$ cat config.mk
export PLATFORM = sky130hd
export DESIGN_NAME = button_input_conditioner
export DESIGN_NICKNAME = d
export VERILOG_FILES = /design/src/rtl/btn_pkg.sv /design/src/rtl/btn_debounce_channel.sv /design/src/rtl/button_input_conditioner.sv
export SDC_FILE = /design/constraint.sdc
export NUM_CORES = 1
export LEC_CHECK = 0
export ABC_AREA = 1
export CAP_MARGIN = 5
export CORE_ASPECT_RATIO = 0.5
export CORE_MARGIN = 5
export CORE_UTILIZATION = 50
export CTS_BUF_LIST = sky130_fd_sc_hd__clkbuf_4 sky130_fd_sc_hd__clkbuf_8
export CTS_CLUSTER_DIAMETER = 40
export DETAILED_ROUTE_END_ITERATION = 7
export PLACE_DENSITY = 0.66
export SYNTH_ARGS = -nofsm -noshare
export SYNTH_HDL_FRONTEND = slang
export SYNTH_SLANG_ARGS = --single-unit
$ cat constraint.sdc
create_clock -name CLK -period 2 [get_ports CLK]
set_input_delay 0.3 -clock CLK [delete_from_list [all_inputs] [get_ports CLK]]
set_output_delay 0.3 -clock CLK [all_outputs]
set_load 0.02 [all_outputs]
$ cat src/rtl/btn_pkg.sv
// Shared types and default constants for the push-button input conditioner.
package btn_pkg;

  typedef enum logic [1:0] {
    RELEASED,
    PRESS_WAIT,
    PRESSED,
    RELEASE_WAIT
  } btn_state_t;

  localparam int SYNC_STAGES         = 2;
  localparam int CLK_HZ              = 100_000_000;
  localparam int DEF_NUM_BTN         = 4;
  localparam int DEF_DEBOUNCE_CYCLES = CLK_HZ / 100;  // 10 ms
  localparam int DEF_HOLD_CYCLES     = CLK_HZ;        // 1 s
  localparam bit DEF_ACTIVE_LOW      = 1'b1;

endpackage

$ cat src/rtl/btn_debounce_channel.sv
// One button channel: synchronizer, debounce FSM with stability counter,
// registered press/release pulses and a once-per-press long-hold pulse.
module btn_debounce_channel
  import btn_pkg::*;
#(
  parameter int DEBOUNCE_CYCLES = DEF_DEBOUNCE_CYCLES,
  parameter int HOLD_CYCLES     = DEF_HOLD_CYCLES,
  parameter bit ACTIVE_LOW      = DEF_ACTIVE_LOW
) (
  input  logic i_clk,
  input  logic i_rst,
  input  logic i_raw,
  output logic o_level,
  output logic o_press,
  output logic o_release,
  output logic o_hold
);

  localparam int STAB_W = $clog2(DEBOUNCE_CYCLES + 1);
  localparam int HCNT_W = $clog2(HOLD_CYCLES + 1);
  localparam logic [STAB_W-1:0] STAB_LAST = STAB_W'(DEBOUNCE_CYCLES - 1);
  localparam logic [HCNT_W-1:0] HCNT_LAST = HCNT_W'(HOLD_CYCLES - 1);
  localparam logic [HCNT_W-1:0] HCNT_MAX  = HCNT_W'(HOLD_CYCLES);

  logic [SYNC_STAGES-1:0] r_sync;
  btn_state_t             r_state;
  btn_state_t             w_state_nxt;
  logic [STAB_W-1:0]      r_stab;
  logic [STAB_W-1:0]      w_stab_nxt;
  logic [HCNT_W-1:0]      r_hcnt;
  logic                   r_press;
  logic                   r_release;
  logic                   r_hold;
  logic                   w_s;
  logic                   w_level;
  logic                   w_press_nxt;
  logic                   w_release_nxt;

  assign w_s     = r_sync[SYNC_STAGES-1];
  assign w_level = (r_state == PRESSED) || (r_state == RELEASE_WAIT);

  // Normalised to 1 = pressed before entering the synchronizer, so reset loads "not pressed".
  always_ff @(posedge i_clk) begin
    if (i_rst) begin
      r_sync <= '0;
    end else begin
      r_sync <= {r_sync[SYNC_STAGES-2:0], i_raw ^ ACTIVE_LOW};
    end
  end

  // The counter only runs while s disagrees with the accepted level; any agreement clears it.
  always_comb begin
    w_state_nxt   = r_state;
    w_stab_nxt    = '0;
    w_press_nxt   = 1'b0;
    w_release_nxt = 1'b0;
    case (r_state)
      RELEASED, PRESS_WAIT: begin
        if (!w_s) begin
          w_state_nxt = RELEASED;
        end else if (r_stab == STAB_LAST) begin
          w_state_nxt = PRESSED;
          w_press_nxt = 1'b1;
        end else begin
          w_state_nxt = PRESS_WAIT;
          w_stab_nxt  = r_stab + 1'b1;
        end
      end
      PRESSED, RELEASE_WAIT: begin
        if (w_s) begin
          w_state_nxt = PRESSED;
        end else if (r_stab == STAB_LAST) begin
          w_state_nxt   = RELEASED;
          w_release_nxt = 1'b1;
        end else begin
          w_state_nxt = RELEASE_WAIT;
          w_stab_nxt  = r_stab + 1'b1;
        end
      end
      default: w_state_nxt = RELEASED;
    endcase
  end

  always_ff @(posedge i_clk) begin
    if (i_rst) begin
      r_state   <= RELEASED;
      r_stab    <= '0;
      r_press   <= 1'b0;
      r_release <= 1'b0;
    end else begin
      r_state   <= w_state_nxt;
      r_stab    <= w_stab_nxt;
      r_press   <= w_press_nxt;
      r_release <= w_release_nxt;
    end
  end

  // Hold counter starts from the press edge and saturates, so the pulse fires once per press.
  always_ff @(posedge i_clk) begin
    if (i_rst) begin
      r_hcnt <= '0;
      r_hold <= 1'b0;
    end else begin
      r_hold <= w_level && (r_hcnt == HCNT_LAST);
      if (!w_level) begin
        r_hcnt <= '0;
      end else if (r_hcnt != HCNT_MAX) begin
        r_hcnt <= r_hcnt + 1'b1;
      end
    end
  end

  assign o_level   = w_level;
  assign o_press   = r_press;
  assign o_release = r_release;
  assign o_hold    = r_hold;

endmodule

$ cat src/rtl/button_input_conditioner.sv
// Conditions NUM_BTN raw push-button pins into debounced levels and event pulses.
module button_input_conditioner
  import btn_pkg::*;
#(
  parameter int NUM_BTN         = DEF_NUM_BTN,
  parameter int DEBOUNCE_CYCLES = DEF_DEBOUNCE_CYCLES,
  parameter int HOLD_CYCLES     = DEF_HOLD_CYCLES,
  parameter bit ACTIVE_LOW      = DEF_ACTIVE_LOW
) (
  input  logic               CLK,
  input  logic               RST,
  input  logic [NUM_BTN-1:0] BTN_RAW,
  output logic [NUM_BTN-1:0] BTN_LEVEL,
  output logic [NUM_BTN-1:0] BTN_PRESS,
  output logic [NUM_BTN-1:0] BTN_RELEASE,
  output logic [NUM_BTN-1:0] BTN_HOLD
);

  for (genvar i = 0; i < NUM_BTN; i++) begin : g_ch
    btn_debounce_channel #(
      .DEBOUNCE_CYCLES(DEBOUNCE_CYCLES),
      .HOLD_CYCLES    (HOLD_CYCLES),
      .ACTIVE_LOW     (ACTIVE_LOW)
    ) u_ch (
      .i_clk    (CLK),
      .i_rst    (RST),
      .i_raw    (BTN_RAW[i]),
      .o_level  (BTN_LEVEL[i]),
      .o_press  (BTN_PRESS[i]),
      .o_release(BTN_RELEASE[i]),
      .o_hold   (BTN_HOLD[i])
    );
  end

endmodule
==> metrics.txt, run 1 <==
RSZ-0062 raised after global routing=no; reg2reg start=g_ch[0].u_ch.r_stab[0]; LEAKAGE=3.89 nW; Post-Synthesis Cells=1735; fin crit period=1930 ps; number of diodes=0; WS Path Type=reg2out; hold buffer count at cts=0; worst slack at placement=139 ps; Die Y=116 um; Worst Hold Class=in2reg; R2R setup slack=310 ps; Nets=1788; switching power total=1.78 mW; Pins Over Slew Limit=0; max frequency=519 MHz; post-route non-filler standard cell count=2096; sw frac=21.2%; Initial Util=51.3%; worst setup path endpoint=BTN_LEVEL[3]; layout cells sized above 1=6.85%; Final WS setup=72.9 ps; Yosys top cell area share=37.8%; crit share post-route=96.4%; vias in the first global route=9733; Mapped Area=0.0112 mm2; CP bufs+invs=1; Die W=222 um; hold slack final=293 ps; dpl cells=2033; Syn Area/Cell=6.47 um2; critical path depth=1; Rows=38; register share of total power=50.6%; final wirelength=25100 um; initial antenna violation count=0; Clk Latency, worst-skew pair=510 ps; clk_skew=12.9 ps; P&R area growth vs syn=10.7%; Slew HR=67.7%; VDD IR-drop max=0.403 mV; wire length per cell=12.0 um; DRC=0; Int Pwr=6.60 mW; Worst Max-Slew Pin Slew=484 ps; cell taking the most area after synthesis=dfxtp_1; final setup fails=0; R2R depth=9; DP Wirelength=18800 um; die area=0.0257 mm2; status=complete, no violations; GR Util All Layers=19.7%; routed vias/inst=5.02; Clock power frac=48.8%; CORE AREA=0.0219 mm2; synth warn=0; Root Buffer=clkbuf_8; CP cell instances=clkdlybuf4s50_1; clk slew on worst S/H paths=60 ps; RR Endpoint=g_ch[0].u_ch.r_stab[17]; # IOs=22; Final Hold Viols=0; CP Capture Type=primary output; largest net degree at the start of global routing=20; CP Max Fanout=5; CP startpoint kind=register; CP max stage delay=670 ps; Overflow after GRT=0; worst path required time=1700 ps; synth top area cells=dfxtp_1 38%, nand2_1 15%, nor2_1 14%, inv_1 5.6%, nand3_1 3.8%; CTS tree=built; Slowest cell on crit path=clkdlybuf4s50_1; clock sink total=212; TritonCTS buffer count=35; global-route wire length before repair=43700 um; Pwr per Cell Area=674 mW/mm2; CP startpoint=g_ch[3].u_ch.r_state[1]; FF+latch count, synth=212; Detailed Routing Iterations Pass 1=5; Comb pwr share=0.6%; Clock Tree Buf Depth=3; RD Place Congestion=0.897; # port buffers=21; syn nets=1753; register area share after synthesis=37.8%; Max-Cap Viols=0; setup TNS=0 ps; crit path DAT=1630 ps; Antenna Violating Nets Remaining=0; DR vias=10512; H-tree Lvls=2; Detailed Route Iter0 Violations=693; Cell variety after synth=40; Top delay family on crit path=buffers and inverters
[area by class of cell]
class	count	area, um2
fill	2197	9440
multi-input combinational	1317	6100
tap	300	375
clock inverter	5	28.8
inverter	171	642
timing repair buffer	33	303
sequential	212	4240
clock buffer	58	742
[power groups by stage]
stage	combinational, mW	sequential [mW]	clock, mW
after floorplan	0.0338	4.33	0
after global placement	0.0521	4.33	0
after detailed placement	0.0534	4.33	0
after CTS	0.0538	4.24	4.23
after global routing	0.0587	4.24	4.46
final	0.0526	4.24	4.08
[state kept, by name, indices dropped and copies added, names as in the netlist]
name and flops:
g_ch.u_ch.r_state 4, g_ch.u_ch.o_hold 4, g_ch.u_ch.r_hcnt 108, g_ch.u_ch.r_sync 8, g_ch.u_ch.r_stab 80, g_ch.u_ch.o_release 4, g_ch.u_ch.o_press 4
[cells in the final DEF, fill, tap and decap left out, types with 6 or more instances in the layout]
master	count
buf_4	12
clkbuf_8	49
nor3_1	47
a21oi_1	80
nand3_1	85
nand2_2	6
nor2_2	9
xnor2_1	15
clkdlybuf4s50_1	20
inv_1	167
nand3b_1	21
clkbuf_4	9
xor2_1	25
nand2_1	458
o21a_1	7
nor2_1	429
dfxtp_1	212
nor2_4	13
nand4_1	32
o21ai_0	41
o21bai_1	8
ha_1	12
[layer usage]
| metal | share of wire (%) | vias to the layer above | GRT usage (%) |
|---|---|---|---|
| li1 | - | 5532 | - |
| met1 | 48 | 4767 | 24.8 |
| met2 | 46 | 169 | 35.0 |
| met3 | 4.1 | 44 | 3.95 |
| met4 | 2.0 | 0 | 5.33 |
| met5 | 0 | - | 0 |
[metrics by stage]
step	total power, mW	instance area (um2)	utilization, %
global placement	4.38	11700	53.3
detailed placement	4.39	11700	53.3
CTS	8.52	12400	56.8
global route	8.75	12400	56.9
floorplan	4.37	11200	-
finish	8.37	12400	56.9
[Yosys cell counts, drive strengths merged]
master  instances
clkbuf          7
xor2           25
nor3b           4
o21bai          8
nor3           47
dfxtp         212
xnor2          15
nand3b         21
a211oi          2
o21a            7
nor2          451
a21o            1
a31oi           1
nand2         467
o21ai          41
inv           170
and3            1
nand3          92
ha             12
nor4            2
or2             5
buf            28
nand4          32
a21oi          83
clkinv          1
[worst min path at each step]
stage | start | endpoint | slack [ps] | cells past startpoint
after floorplan | BTN_RAW[0] | g_ch[0].u_ch.r_sync[0] | 370 | 1
after global placement | g_ch[2].u_ch.r_sync[0] | g_ch[2].u_ch.r_sync[1] | 390 | 2
after detailed placement | g_ch[2].u_ch.r_sync[0] | g_ch[2].u_ch.r_sync[1] | 400 | 2
after CTS | BTN_RAW[2] | g_ch[2].u_ch.r_sync[0] | 260 | 2
after global routing | BTN_RAW[2] | g_ch[2].u_ch.r_sync[0] | 280 | 2
final | BTN_RAW[1] | g_ch[1].u_ch.r_sync[0] | 290 | 2
[cells by family (layout without fill, tap and decap cells)]
logic type / after synthesis / count (layout) / share of synthesized area (%)
AO/OA/AOI/OAI: 143 / 143 / 6.95
XOR/XNOR: 40 / 40 / 3.12
adder cells (fa/ha/maj): 12 / 12 / 1.34
buffers and inverters: 206 / 267 / 7.89
flip-flops: 212 / 212 / 37.8
AND/OR/NAND/NOR: 1122 / 1122 / 42.9
[timing repair]
item,in CTS,in global routing
setup endpoints to repair,0,1
resized for setup,0,1
buffers inserted,0,0
No activity file was read; power rests on OpenSTA's default activity.
==> inputs of run 2 (changes only) <==
==> constraint.sdc (replaced) <==
create_clock -name CLK -period 1.9 [get_ports CLK]
set_input_delay 0.285 -clock CLK [delete_from_list [all_inputs] [get_ports CLK]]
set_output_delay 0.285 -clock CLK [all_outputs]
set_load 0.02 [all_outputs]
==> run 2 against run 1 <==
- first-iteration DRC count fell by 20%
- clock-buffer cell count fell by 2
- clock power grew 4%
- setup slack gained 32 ps
- critical path depth stayed put
- highest routed layer unchanged
==> metrics.txt, run 2 (synthesized netlist as in run 1, its figures left out) <==
status=complete, no violations (unchanged); Pins Over Slew Limit=0 (unchanged); routed vias/inst=4.96 (was 5.02); die area=0.0257 mm2 (unchanged); Nets=1793 (was 1788); final wirelength=25000 um (was 25100 um); CORE AREA=0.0219 mm2 (unchanged); Reg with most FFs=g_ch.u_ch.r_hcnt (unchanged); Post-Place Cell Area=0.0117 mm2 (about the same); # port buffers=21 (unchanged); number of diodes=0 (unchanged); Die W=222 um (unchanged); TritonCTS buffer count=35 (unchanged); WS Path Type=reg2out (unchanged); CP cell instances=clkdlybuf4s50_1 (unchanged); post-route cell area=0.0124 mm2 (about the same); worst slack at placement=81.1 ps (was 139 ps); clk slew on worst S/H paths=60 ps (about the same); CTS tree=built (unchanged); Worst Max-Slew Pin Slew=427 ps (was 484 ps); vias in the first global route=9872 (was 9733); Comb pwr share=0.7% (was 0.6%); critical path depth=1 (unchanged); crit share post-route=94.5%; initial antenna violation count=0 (unchanged); reg2reg start=g_ch[0].u_ch.r_stab[0] (unchanged); VDD IR-drop max=0.427 mV (was 0.403 mV); Detailed Route Iter0 Violations=553 (was 693); crit path DAT=1510 ps (was 1630 ps); leading cell type in the layout, fill and taps excluded=nand2_1 (unchanged); Rows=38 (unchanged); Antenna Violating Nets Remaining=0 (unchanged); post-route non-filler standard cell count=2100 (was 2096); register share of total power=51.0% (was 50.6%); RD Place Congestion=0.888 (was 0.897); Overflow after GRT=0 (unchanged); fin crit period=1790 ps; Slowest cell on crit path=clkdlybuf4s50_1 (unchanged); R2R depth=9 (unchanged); Root Buffer=clkbuf_8 (unchanged); Int Pwr=6.89 mW (was 6.60 mW); H-tree Lvls=2 (unchanged); RR Endpoint=g_ch[0].u_ch.r_stab[2] (was g_ch[0].u_ch.r_stab[17]); CP Capture Type=primary output (unchanged); RSZ-0062 raised after global routing=no (unchanged); largest net degree at the start of global routing=20 (unchanged); dpl cells=2038 (was 2033); switching power total=1.87 mW (was 1.78 mW); layout cells sized above 1=7.06% (was 6.85%); sw frac=21.3% (was 21.2%); hold depth=2 (unchanged); Detailed Routing Iterations Pass 1=5 (unchanged); Die Y=116 um (unchanged); final total power=8.76 mW (was 8.37 mW); Final WS setup=105 ps (was 72.9 ps); Worst Hold Class=in2reg (unchanged); biggest regs=g_ch.u_ch.r_hcnt (108), g_ch.u_ch.r_stab (80), g_ch.u_ch.r_sync (8) (unchanged); worst setup path endpoint=BTN_LEVEL[1] (was BTN_LEVEL[3]); Clk Latency, worst-skew pair=510 ps (about the same); R2R setup slack=180 ps (was 310 ps); worst path required time=1620 ps (was 1700 ps); GR Util All Layers=19.8% (was 19.7%); fillers=2145 (was 2197); global-route wire length before repair=44200 um (was 43700 um); clk_skew=20.7 ps (was 12.9 ps); flip-flop count of the largest register after layout=108 (unchanged); DR vias=10419 (was 10512); hold buffer count at cts=0 (unchanged); CP startpoint kind=register (unchanged); LEAKAGE=3.90 nW (was 3.89 nW); setup TNS=0 ps (unchanged); max frequency=557 MHz; Max-Cap Viols=0 (unchanged); CP Max Fanout=2 (was 5); DP Wirelength=18700 um (was 18800 um); Clock power frac=48.4% (was 48.8%); wire length per cell=11.9 um (was 12.0 um); Slew HR=71.5% (was 67.7%); DRC=0 (unchanged); P&R area growth vs syn=10.7% (about the same); Top delay family on crit path=buffers and inverters (unchanged); hold slack final=278 ps (was 293 ps); CP startpoint=g_ch[1].u_ch.r_state[1] (was g_ch[3].u_ch.r_state[1]); CP bufs+invs=1 (unchanged); Final Hold Viols=0 (unchanged); # IOs=22 (unchanged); commonest cells after routing, fill and taps aside=458 x nand2_1, 429 x nor2_1, 212 x dfxtp_1, 167 x inv_1, 85 x nand3_1 (unchanged); post-layout util=56.8% (was 56.9%); Clock Tree Buf Depth=3 (unchanged); CP max stage delay=630 ps (was 670 ps); clock sink total=212 (unchanged); Pwr per Cell Area=704 mW/mm2 (was 674 mW/mm2); Initial Util=51.3% (unchanged); final setup fails=0 (unchanged)
[run 2: changes by cell type in the layout (fill, tap and decap cells not counted), sizes merged]
cell / change
buf: +5
clkbuf: -2
bufinv: +1
clkdlybuf4s50: -2
dlygate4sd2: +3
dlymetal6s2s: -1
[run 2: power by group through the flow]
stage	combinational, mW	sequential [mW]	clock, mW
global placement	0.0572	4.56	0
finish	0.0578	4.46	4.24
global route	0.0652	4.46	4.61
CTS	0.0589	4.46	4.40
floorplan	0.0355	4.56	0
detailed placement	0.0587	4.56	0
[run 2: final cells by class]
type | count | area (um2) | area share (%)
Inverter | 171 | 642 | 5.16
Tap cell | 300 | 375 | 3.02
Multi-Input combinational cell | 1317 | 6100 | 49.1
Clock inverter | 6 | 55.1 | 0.443
Clock buffer | 56 | 683 | 5.49
Sequential cell | 212 | 4240 | 34.1
Timing Repair Buffer | 38 | 334 | 2.69
[run 2: worst min-delay path by stage]
stage                                      start                      to  slack, ps
after floorplan                       BTN_RAW[0]  g_ch[0].u_ch.r_sync[0]        350
after CTS                             BTN_RAW[1]  g_ch[1].u_ch.r_sync[0]        250
after global routing                  BTN_RAW[3]  g_ch[3].u_ch.r_sync[0]        270
after detailed placement  g_ch[2].u_ch.r_sync[0]  g_ch[2].u_ch.r_sync[1]        400
final                                 BTN_RAW[3]  g_ch[3].u_ch.r_sync[0]        280
after global placement    g_ch[2].u_ch.r_sync[0]  g_ch[2].u_ch.r_sync[1]        390
[run 2: layer usage]
metal	vias up	part of all wire [%]	GRT usage, %
met5	-	0	0
met4	0	1.9	4.84
met3	37	4.1	4.05
met2	152	45	35.2
met1	4688	49	25.1
li1	5542	-	-
[run 2: timing repair]
item	in CTS	in global routing
resized for setup	3	0
endpoints found under the setup margin	3	0
setup buffers	0	0
